==> src/rtl/mario_input_cond_if.sv <==
// Cabinet-input bundle: raw hps_io joystick words and VBLANK in, active-low switch bytes out.
interface mario_input_cond_if;
    logic        I_VBLANK;
    logic [15:0] I_JOY0;
    logic [15:0] I_JOY1;
    logic [7:0]  O_SW1;
    logic [7:0]  O_SW2;
    logic [1:0]  O_COIN_ST;

    modport master (output I_VBLANK, I_JOY0, I_JOY1, input  O_SW1, O_SW2, O_COIN_ST);
    modport slave  (input  I_VBLANK, I_JOY0, I_JOY1, output O_SW1, O_SW2, O_COIN_ST);
endinterface

==> src/rtl/mario_input_cond.sv <==
// Conditions hps_io joystick words into mario_top I_SW1/I_SW2: 2-way left/right arbitration,
// debounced start/test/coin, and a VBLANK-locked coin pulse shaper.
module mario_input_cond #(
    parameter int unsigned DEBOUNCE_CYC     = 24000,
    parameter int unsigned COIN_HOLD_FRAMES = 3,
    parameter int unsigned COIN_GAP_FRAMES  = 3
) (
    input  logic              I_CLK_24M,
    input  logic              I_RESETn,
    mario_input_cond_if.slave bus
);
    localparam int unsigned DB_N    = 4;   // {coin, test, start2, start1}
    localparam int unsigned DB_COIN = 3;
    localparam int unsigned DB_W    = (DEBOUNCE_CYC > 2) ? $clog2(DEBOUNCE_CYC) : 1;
    localparam int unsigned FR_MX   = (COIN_HOLD_FRAMES > COIN_GAP_FRAMES) ? COIN_HOLD_FRAMES
                                                                          : COIN_GAP_FRAMES;
    localparam int unsigned FR_W    = (FR_MX > 2) ? $clog2(FR_MX) : 1;

    typedef enum logic [1:0] {
        ST_IDLE   = 2'd0,
        ST_ACTIVE = 2'd1,
        ST_GAP    = 2'd2
    } coin_st_e;

    logic [1:0]      s1_r, s1_l, s1_r_d, s1_l_d, s1_jump;
    logic [DB_N-1:0] s1_db, deb, flip_c;
    logic [DB_W-1:0] db_cnt [DB_N];
    logic            s1_vb, s1_vb_d;
    logic [1:0][1:0] last_q, last_nxt_c, lr_c;
    coin_st_e        coin_st;
    logic [FR_W-1:0] fcnt;
    logic            pending;
    logic [7:0]      sw1_q, sw2_q;
    logic            tick_c, coin_up_c;
    logic            unused_joy;

    assign unused_joy = ^{bus.I_JOY0[15:9], bus.I_JOY0[3:2], bus.I_JOY1[15:9], bus.I_JOY1[3:2]};

    // Stage 1: register every used input bit once; keep previous R/L/VBLANK for edge detection
    always_ff @(posedge I_CLK_24M or negedge I_RESETn) begin
        if (!I_RESETn) begin
            s1_r    <= '0;
            s1_l    <= '0;
            s1_r_d  <= '0;
            s1_l_d  <= '0;
            s1_jump <= '0;
            s1_db   <= '0;
            s1_vb   <= 1'b0;
            s1_vb_d <= 1'b0;
        end else begin
            s1_r    <= {bus.I_JOY1[0], bus.I_JOY0[0]};
            s1_l    <= {bus.I_JOY1[1], bus.I_JOY0[1]};
            s1_r_d  <= s1_r;
            s1_l_d  <= s1_l;
            s1_jump <= {bus.I_JOY1[4], bus.I_JOY0[4]};
            s1_db   <= {bus.I_JOY0[7] | bus.I_JOY1[7], bus.I_JOY0[8] | bus.I_JOY1[8],
                        bus.I_JOY0[6] | bus.I_JOY1[6], bus.I_JOY0[5] | bus.I_JOY1[5]};
            s1_vb   <= bus.I_VBLANK;
            s1_vb_d <= s1_vb;
        end
    end

    // Most recently pressed direction wins while both are held; L wins a same-cycle tie
    always_comb begin
        last_nxt_c = last_q;
        lr_c       = '0;
        for (int p = 0; p < 2; p++) begin
            if (s1_l[p] && !s1_l_d[p])      last_nxt_c[p] = 2'b10;
            else if (s1_r[p] && !s1_r_d[p]) last_nxt_c[p] = 2'b01;
            lr_c[p] = (s1_l[p] && s1_r[p]) ? last_nxt_c[p] : {s1_l[p], s1_r[p]};
        end
    end

    always_comb begin
        flip_c = '0;
        for (int i = 0; i < int'(DB_N); i++)
            flip_c[i] = (s1_db[i] != deb[i]) && (db_cnt[i] == DB_W'(DEBOUNCE_CYC - 1));
        coin_up_c = flip_c[DB_COIN] && s1_db[DB_COIN];
        tick_c    = s1_vb && !s1_vb_d;
    end

    always_ff @(posedge I_CLK_24M or negedge I_RESETn) begin
        if (!I_RESETn) begin
            last_q <= '0;
            deb    <= '0;
            for (int i = 0; i < int'(DB_N); i++) db_cnt[i] <= '0;
        end else begin
            last_q <= last_nxt_c;
            for (int i = 0; i < int'(DB_N); i++) begin
                if (s1_db[i] == deb[i]) begin
                    db_cnt[i] <= '0;
                end else if (flip_c[i]) begin
                    deb[i]    <= s1_db[i];
                    db_cnt[i] <= '0;
                end else begin
                    db_cnt[i] <= db_cnt[i] + DB_W'(1);
                end
            end
        end
    end

    // Coin shaper: hold for whole frames, then force a released gap; at most one coin queued
    always_ff @(posedge I_CLK_24M or negedge I_RESETn) begin
        if (!I_RESETn) begin
            coin_st <= ST_IDLE;
            fcnt    <= '0;
            pending <= 1'b0;
        end else begin
            case (coin_st)
                ST_IDLE: begin
                    if (coin_up_c || pending) begin
                        coin_st <= ST_ACTIVE;
                        fcnt    <= '0;
                        pending <= 1'b0;
                    end
                end
                ST_ACTIVE: begin
                    if (coin_up_c) pending <= 1'b1;
                    if (tick_c) begin
                        if (fcnt == FR_W'(COIN_HOLD_FRAMES - 1)) begin
                            coin_st <= ST_GAP;
                            fcnt    <= '0;
                        end else begin
                            fcnt <= fcnt + FR_W'(1);
                        end
                    end
                end
                ST_GAP: begin
                    if (coin_up_c) pending <= 1'b1;
                    if (tick_c) begin
                        if (fcnt == FR_W'(COIN_GAP_FRAMES - 1)) begin
                            coin_st <= ST_IDLE;
                            fcnt    <= '0;
                        end else begin
                            fcnt <= fcnt + FR_W'(1);
                        end
                    end
                end
                default: begin
                    coin_st <= ST_IDLE;
                    fcnt    <= '0;
                end
            endcase
        end
    end

    // Stage 2: active-low switch bytes; unused cabinet bits stay high
    always_ff @(posedge I_CLK_24M or negedge I_RESETn) begin
        if (!I_RESETn) begin
            sw1_q <= 8'hFF;
            sw2_q <= 8'hFF;
        end else begin
            sw1_q <= {~deb[2], ~deb[1], ~deb[0], ~s1_jump[0], 2'b11, ~lr_c[0]};
            sw2_q <= {2'b11, ~(coin_st == ST_ACTIVE), ~s1_jump[1], 2'b11, ~lr_c[1]};
        end
    end

    assign bus.O_SW1     = sw1_q;
    assign bus.O_SW2     = sw2_q;
    assign bus.O_COIN_ST = 2'(coin_st);
endmodule
==> src/flat_wrapper.sv <==
// flat-port wrapper written by rule: the top's interface ports become plain ports
module mario_input_cond_flat 
#(
    parameter int unsigned DEBOUNCE_CYC     = 24000,
    parameter int unsigned COIN_HOLD_FRAMES = 3,
    parameter int unsigned COIN_GAP_FRAMES  = 3
)
  (I_CLK_24M, I_RESETn, bus_I_VBLANK, bus_I_JOY0, bus_I_JOY1, bus_O_SW1, bus_O_SW2, bus_O_COIN_ST);
  mario_input_cond_if bus_i ();
  input  logic I_CLK_24M;
  input  logic I_RESETn;
  input wire logic [$bits(bus_i.I_VBLANK)-1:0] bus_I_VBLANK;
  input wire logic [$bits(bus_i.I_JOY0)-1:0] bus_I_JOY0;
  input wire logic [$bits(bus_i.I_JOY1)-1:0] bus_I_JOY1;
  output wire logic [$bits(bus_i.O_SW1)-1:0] bus_O_SW1;
  output wire logic [$bits(bus_i.O_SW2)-1:0] bus_O_SW2;
  output wire logic [$bits(bus_i.O_COIN_ST)-1:0] bus_O_COIN_ST;
  assign bus_i.I_VBLANK = bus_I_VBLANK;
  assign bus_i.I_JOY0 = bus_I_JOY0;
  assign bus_i.I_JOY1 = bus_I_JOY1;
  assign bus_O_SW1 = bus_i.O_SW1;
  assign bus_O_SW2 = bus_i.O_SW2;
  assign bus_O_COIN_ST = bus_i.O_COIN_ST;
  mario_input_cond #(.DEBOUNCE_CYC(DEBOUNCE_CYC), .COIN_HOLD_FRAMES(COIN_HOLD_FRAMES), .COIN_GAP_FRAMES(COIN_GAP_FRAMES)) u_core (.I_CLK_24M(I_CLK_24M), .I_RESETn(I_RESETn), .bus(bus_i));
endmodule
==> config.mk <==
export PLATFORM = sky130hd
export DESIGN_NAME = mario_input_cond_flat
export DESIGN_NICKNAME = d
export VERILOG_FILES = /design/src/rtl/mario_input_cond_if.sv /design/src/rtl/mario_input_cond.sv /design/src/flat_wrapper.sv
export SDC_FILE = /design/constraint.sdc
export NUM_CORES = 1
export LEC_CHECK = 0
export CAP_MARGIN = 25
export CORE_ASPECT_RATIO = 1.2
export CORE_UTILIZATION = 45
export DETAILED_ROUTE_END_ITERATION = 12
export PLACE_DENSITY_LB_ADDON = 0.25
export SYNTH_ARGS = -nofsm -noshare
export SYNTH_HDL_FRONTEND = slang
export SYNTH_SLANG_ARGS = --single-unit
==> constraint.sdc <==
create_clock -name I_CLK_24M -period 2.3 [get_ports I_CLK_24M]
set_input_delay 0.345 -clock I_CLK_24M [delete_from_list [all_inputs] [get_ports I_CLK_24M]]
set_output_delay 0.345 -clock I_CLK_24M [all_outputs]
set_load 0.01 [all_outputs]
Word-level counts from Yosys, hierarchy flattened:

Cells that the tools add are included.
Widths: inputs -> output; s select.

* register bits: 99
* bits of input ports: 35
* output and inout bits: 18

* eq/ne operators: 22
* add/subtract/negate cells: 5
* bitwise operators: 16
* reductions and logical operators: 28
* muxes and demuxes: 27

Operators with widths (count)
* $mux 15: 8
* $add 15x1->15 const B: 4
* $eq 15x15->1 const B: 4
* $mux 2: 14
* $ne 2x1->1 const B: 7
* $logic_and 1x1->1: 12
* $not 1->1: 10
* $reduce_and 2->1: 5
* $pmux 2 s3: 1
* $logic_not 1->1: 5
* $reduce_and 5->1: 1
* $eq 1x1->1: 4
* $eq 2x2->1 const B: 2
* $ne 1x1->1: 4
* $not 2->2: 2
* $or 1x1->1: 4
* $pmux 2 s2: 1
* $reduce_and 3->1: 1
* $add 2x1->2 const B: 1
* $eq 2x1->1 const B: 1
* $logic_not 2->1: 1
* $mux 1: 2
* $pmux 1 s2: 1
* $reduce_bool 2->1: 1
* other kinds (2): 2

Longest topological paths before layout:

* depth in word-level cells: 6
* depth in mapped cells: 6
* depth with buffers taken out: 5

Worst setup path before layout:

OpenSTA, ideal clock, no wires.

* path type: reg-to-reg
* start: register u_core.db_cnt[9] (netlist name)
* end: register u_core.deb[3]
* cell stages (with the launch flop): 4
* arrival time: 1.679 ns
* clock period less this slack: 1.804 ns
* data required time: 2.175 ns
* path slack: 0.496 ns
* path buffers: 0
* library setup time: 0.125 ns
* cells stage by stage: dfrtp_1 or4b_4 or4_4 mux2_4

* word-level cells in the longest chain between the ends: 3

Ends and longest elaborated chain
* start: declaration: line mario_input_cond.sv:27 `logic [DB_W-1:0] db_cnt [DB_N];`
* start signal: indexed assignment: line mario_input_cond.sv:96 `db_cnt[i] <= db_cnt[i] + DB_W'(1);`
* $eq 15x15->1: line mario_input_cond.sv:77 `flip_c[i] = (s1_db[i] != deb[i]) && (db_cnt[i] == DB_W'(DEBOUNCE_CYC - 1));`
* $logic_and 1x1->1: line mario_input_cond.sv:77
* $reduce_and 2->1 (no source line)
* end signal: indexed assignment: line mario_input_cond.sv:93 `deb[i] <= s1_db[i];`
* end: declaration: line mario_input_cond.sv:26 `logic [DB_N-1:0] s1_db, deb, flip_c;`

Every way passes these cells.
A chain may end at the register's enable or synchronous reset.

Worst setup path in the final report:

* start: register u_core.db_cnt[0] (netlist name)
* end: register u_core.db_cnt[9] (netlist name)

* word-level cells in the longest chain between the ends: 4
* elaborated cells on any way between the ends: 5
* classes of those cells: add/sub (1); eq/ne (1); mux (2); reduce/logical (1)

Ends and longest elaborated chain
* branches (longest 2 deep; another with $add 15x1->15)
* $mux 15 (*): line mario_input_cond.sv:92 `end else if (flip_c[i]) begin`
* $mux 15 (*): line mario_input_cond.sv:90 `if (s1_db[i] == deb[i]) begin`

Every way passes the cells marked *.

==> impl_metrics.tcl <==
set metrics [dict create \
    hold_path.class "reg -> reg" \
    vias_per_cell 5.06 \
    yosysMostFrequentCell "dfrtp_1" \
    syn-cell-area_sq_um 4400 \
    ys_async_sr_fraction 1.00 \
    drtPass1Iterations 4 \
    grt_pass1_vias 2837 \
    synth_top_family_by_area "simple AND/OR/NAND/NOR gates" \
    synthTopCellsByCount "89 x dfrtp_1, 60 x nor2_1, 29 x xor2_1, 22 x xnor2_1" \
    yosys_warnings 0 \
    pwr-share-seq 0.506 \
    yosys_most_used_dff "dfrtp_1" \
    clock_skew_ns 0.00703 \
    power_switching_uw 942 \
    filler_cell_count 833 \
    worstSkewPairLatency_ns 0.34 \
    drt-initial-drc-count 81 \
    gp_congestion 0.802 \
    sw_frac_of_total 0.238 \
    top_layer "met4" \
    setup_tns_ns 0 \
    drt-total-wl_mm 6.94 \
    setup_violations 0 \
    clkTransAtPathRegs_ns 0.07 \
    post-route-period-util 0.821 \
    hold_viol_final 0 \
    timing.critical_path.required_ns 2.52 \
    met1_length_mm 3.28 \
    ctsHtreeMaxLevel 3 \
    synth_top_cell_area_share 0.506 \
    worstRegToRegCells 5 \
    critical_path.top_delay_family "simple AND/OR/NAND/NOR gates" \
    dieHeight_microns 110 \
    synthSimpleGateAreaFrac 0.205 \
    r2r_end "u_core.db_cnt[9]" \
    grt_use_total 0.155 \
    crit_path_top_delay_cell "or4_4" \
    grt_start_max_net_pins 46 \
    dr_wl_met3_microns 173 \
    fin_crit_ns 1.89 \
    core_area_sq_um 9520 \
    crit_type "reg -> reg" \
    slew_violations 0 \
    syn-instance-count 399 \
    route.detailed.drc 0 \
    via_count 2847 \
    cp_num_cells 5 \
    ys_seq_elements 99 \
    syn2layout_area_growth_pct 16.9 \
    drive_gt1_frac 0.114 \
    start_util 0.462 \
    synthAdderAreaFrac 0.0256 \
    grt_pass1_wl_mm 12.4 \
    cp_num_buf_inv 0 \
    tritoncts "done" \
    cts-root-buf "clkbuf_16" \
    die_x_microns 92.3 \
    antenna_found_initial 0 \
    routedWlPerCell_microns 12.3 \
    leakagePower_nw 2.29 \
    synthTopCellsByArea "dfrtp_1 51%, dfstp_2 6.0%, xor2_1 5.8%" \
    status "complete, no violations" \
    worstSetupStartpoint "u_core.db_cnt[0]" \
    p_int_mw 3.02 \
    syn_area_per_cell_sq_um 11.0 \
    r2r_slack_ns 0.41 \
    detail-route-antenna-nets 0 \
    seq_area_frac_synth 0.566 \
    crit_path_end "u_core.db_cnt[9]" \
    cts_made_buffers 9 \
    synth_edf_count 0 \
    start_kind "register" \
    rows 39 \
    dieArea_sq_um 10200 \
    cp-end-kind "register" \
    ir_worst_vdd_uv 364 \
    port_buffers 28 \
    fmax_mhz 530 \
    stdcell_area_sq_um 5140 \
    cts_num_sinks 99 \
    max-cap-violations 0 \
    n_antenna_cell 0 \
    grt_overflow 0 \
    yosysUniqueCellTypes 45 \
    pwr-share-clk 0.407 \
    num_io_pins 53 \
    crit_fanout 13 \
    synth.mux.area_fraction 0.0159 \
    path_cells "ha_1 > nand4_1 > or4_4 > nand2_2 > nor2_1" \
    dp_hpwl_mm 4.80 \
    slowest_delay_ns 0.59 \
    yosysTopAreaCell "dfrtp_1" \
    synth_xor_xnor_area_share 0.102 \
    grt_setup_unrepaired "false" \
    routed-wl-met2_mm 3.31 \
    clockBufferDepth 2 \
    synth_compound_area_frac 0.0461 \
    r2r-start "u_core.db_cnt[0]" \
    critPathArrivalTime_ns 2.11 \
    place_area_sq_um 4810 \
    nNetsFinal 479 \
    pwr-share-comb 0.087 \
    p_per_area_nw_per_um2 771 \
]
[worst min-delay path by stage]
stage	end	cells past startpoint	from
finish	u_core.bus.O_SW2[4]	1	u_core.s1_jump[1]
global route	u_core.bus.O_SW2[4]	1	u_core.s1_jump[1]
CTS	u_core.bus.O_SW2[4]	1	u_core.s1_jump[1]
detailed placement	u_core.s1_jump[1]	1	I_RESETn
global placement	u_core.s1_jump[1]	1	I_RESETn
floorplan	u_core.bus.O_COIN_ST[0]	0	I_RESETn
[final cells by class]
class	count	area [sq um]	share of cell area
Inverter	21	78.8	0.0153
Clock inverter	6	88.8	0.0173
Clock buffer	10	239	0.0465
Tap cell	123	154	0.0299
Timing Repair Buffer	34	338	0.0657
Sequential cell	99	2490	0.484
Multi-Input combinational cell	270	1760	0.341
[power groups by stage]
stage	logic, mW	clock network, mW	registers (mW)
after global placement	0.344	0	2.03
after CTS	0.354	1.66	2.01
after floorplan	0.233	0	2.01
final	0.346	1.61	2.01
after detailed placement	0.348	0	2.04
after global routing	0.396	1.73	2.03
[layout by cell type (no fill, tap or decap), types with 4 or more instances in the layout]
cell type	n
dfrtp_1	89
nor2_1	60
xor2_1	29
clkdlybuf4s50_1	27
xnor2_1	22
inv_1	21
nand3_1	21
nand4_1	18
nand2_1	17
o21ai_0	11
nor4_1	10
dfstp_2	10
ha_1	9
clkbuf_16	9
nand2b_1	6
and4_1	6
nor3_1	6
conb_1	6
and2_1	5
a21oi_1	5
or2_2	5
buf_4	5
or3_1	4
and3_1	4
mux2_2	4
[flip-flops by register name, indices dropped and copies added, names as in the netlist, 2 cells and up]
signal,count
u_core.s1_jump,2
u_core.s1_db,4
u_core.s1_r,2
u_core.deb,4
u_core.bus.O_COIN_ST,2
u_core.s1_l_d,2
u_core.last_q,4
u_core.s1_l,2
u_core.bus.O_SW2,4
u_core.bus.O_SW1,6
u_core.s1_r_d,2
u_core.db_cnt,60
u_core.fcnt,2
[what timing repair did]
action,4_1_cts,5_1_grt
setup buffers,0,0
hold buffers,1,0
endpoints found under the hold margin,30,0
resized for setup,0,0
[cells by family after synthesis]
family	count (synthesis)
xor+xnor	51
simple gates	172
mux	6
other cells	1
fa+ha+maj	9
compound gates	26
buf+inv	35
flops	99
[layer usage]
layer / GRT usage / vias to the layer above
li1: - / 1418
met1: 0.197 / 1377
met2: 0.256 / 38
met3: 0.0254 / 14
met4: 0.0871 / 0
met5: 0 / -
[through the flow]
stage,setup slack [ns],hold WS (ns),util,std cells,total power [mW]
detailed placement,0.408,0.341,0.505,546,2.38
finish,0.412,0.349,0.541,563,3.97
global placement,0.420,0.342,0.505,546,2.38
CTS,0.379,0.351,0.541,563,4.02
global route,0.266,0.367,0.541,563,4.15
floorplan,0.496,0.0494,-,404,2.25
Note: power is estimated with default switching activity, not from simulation.
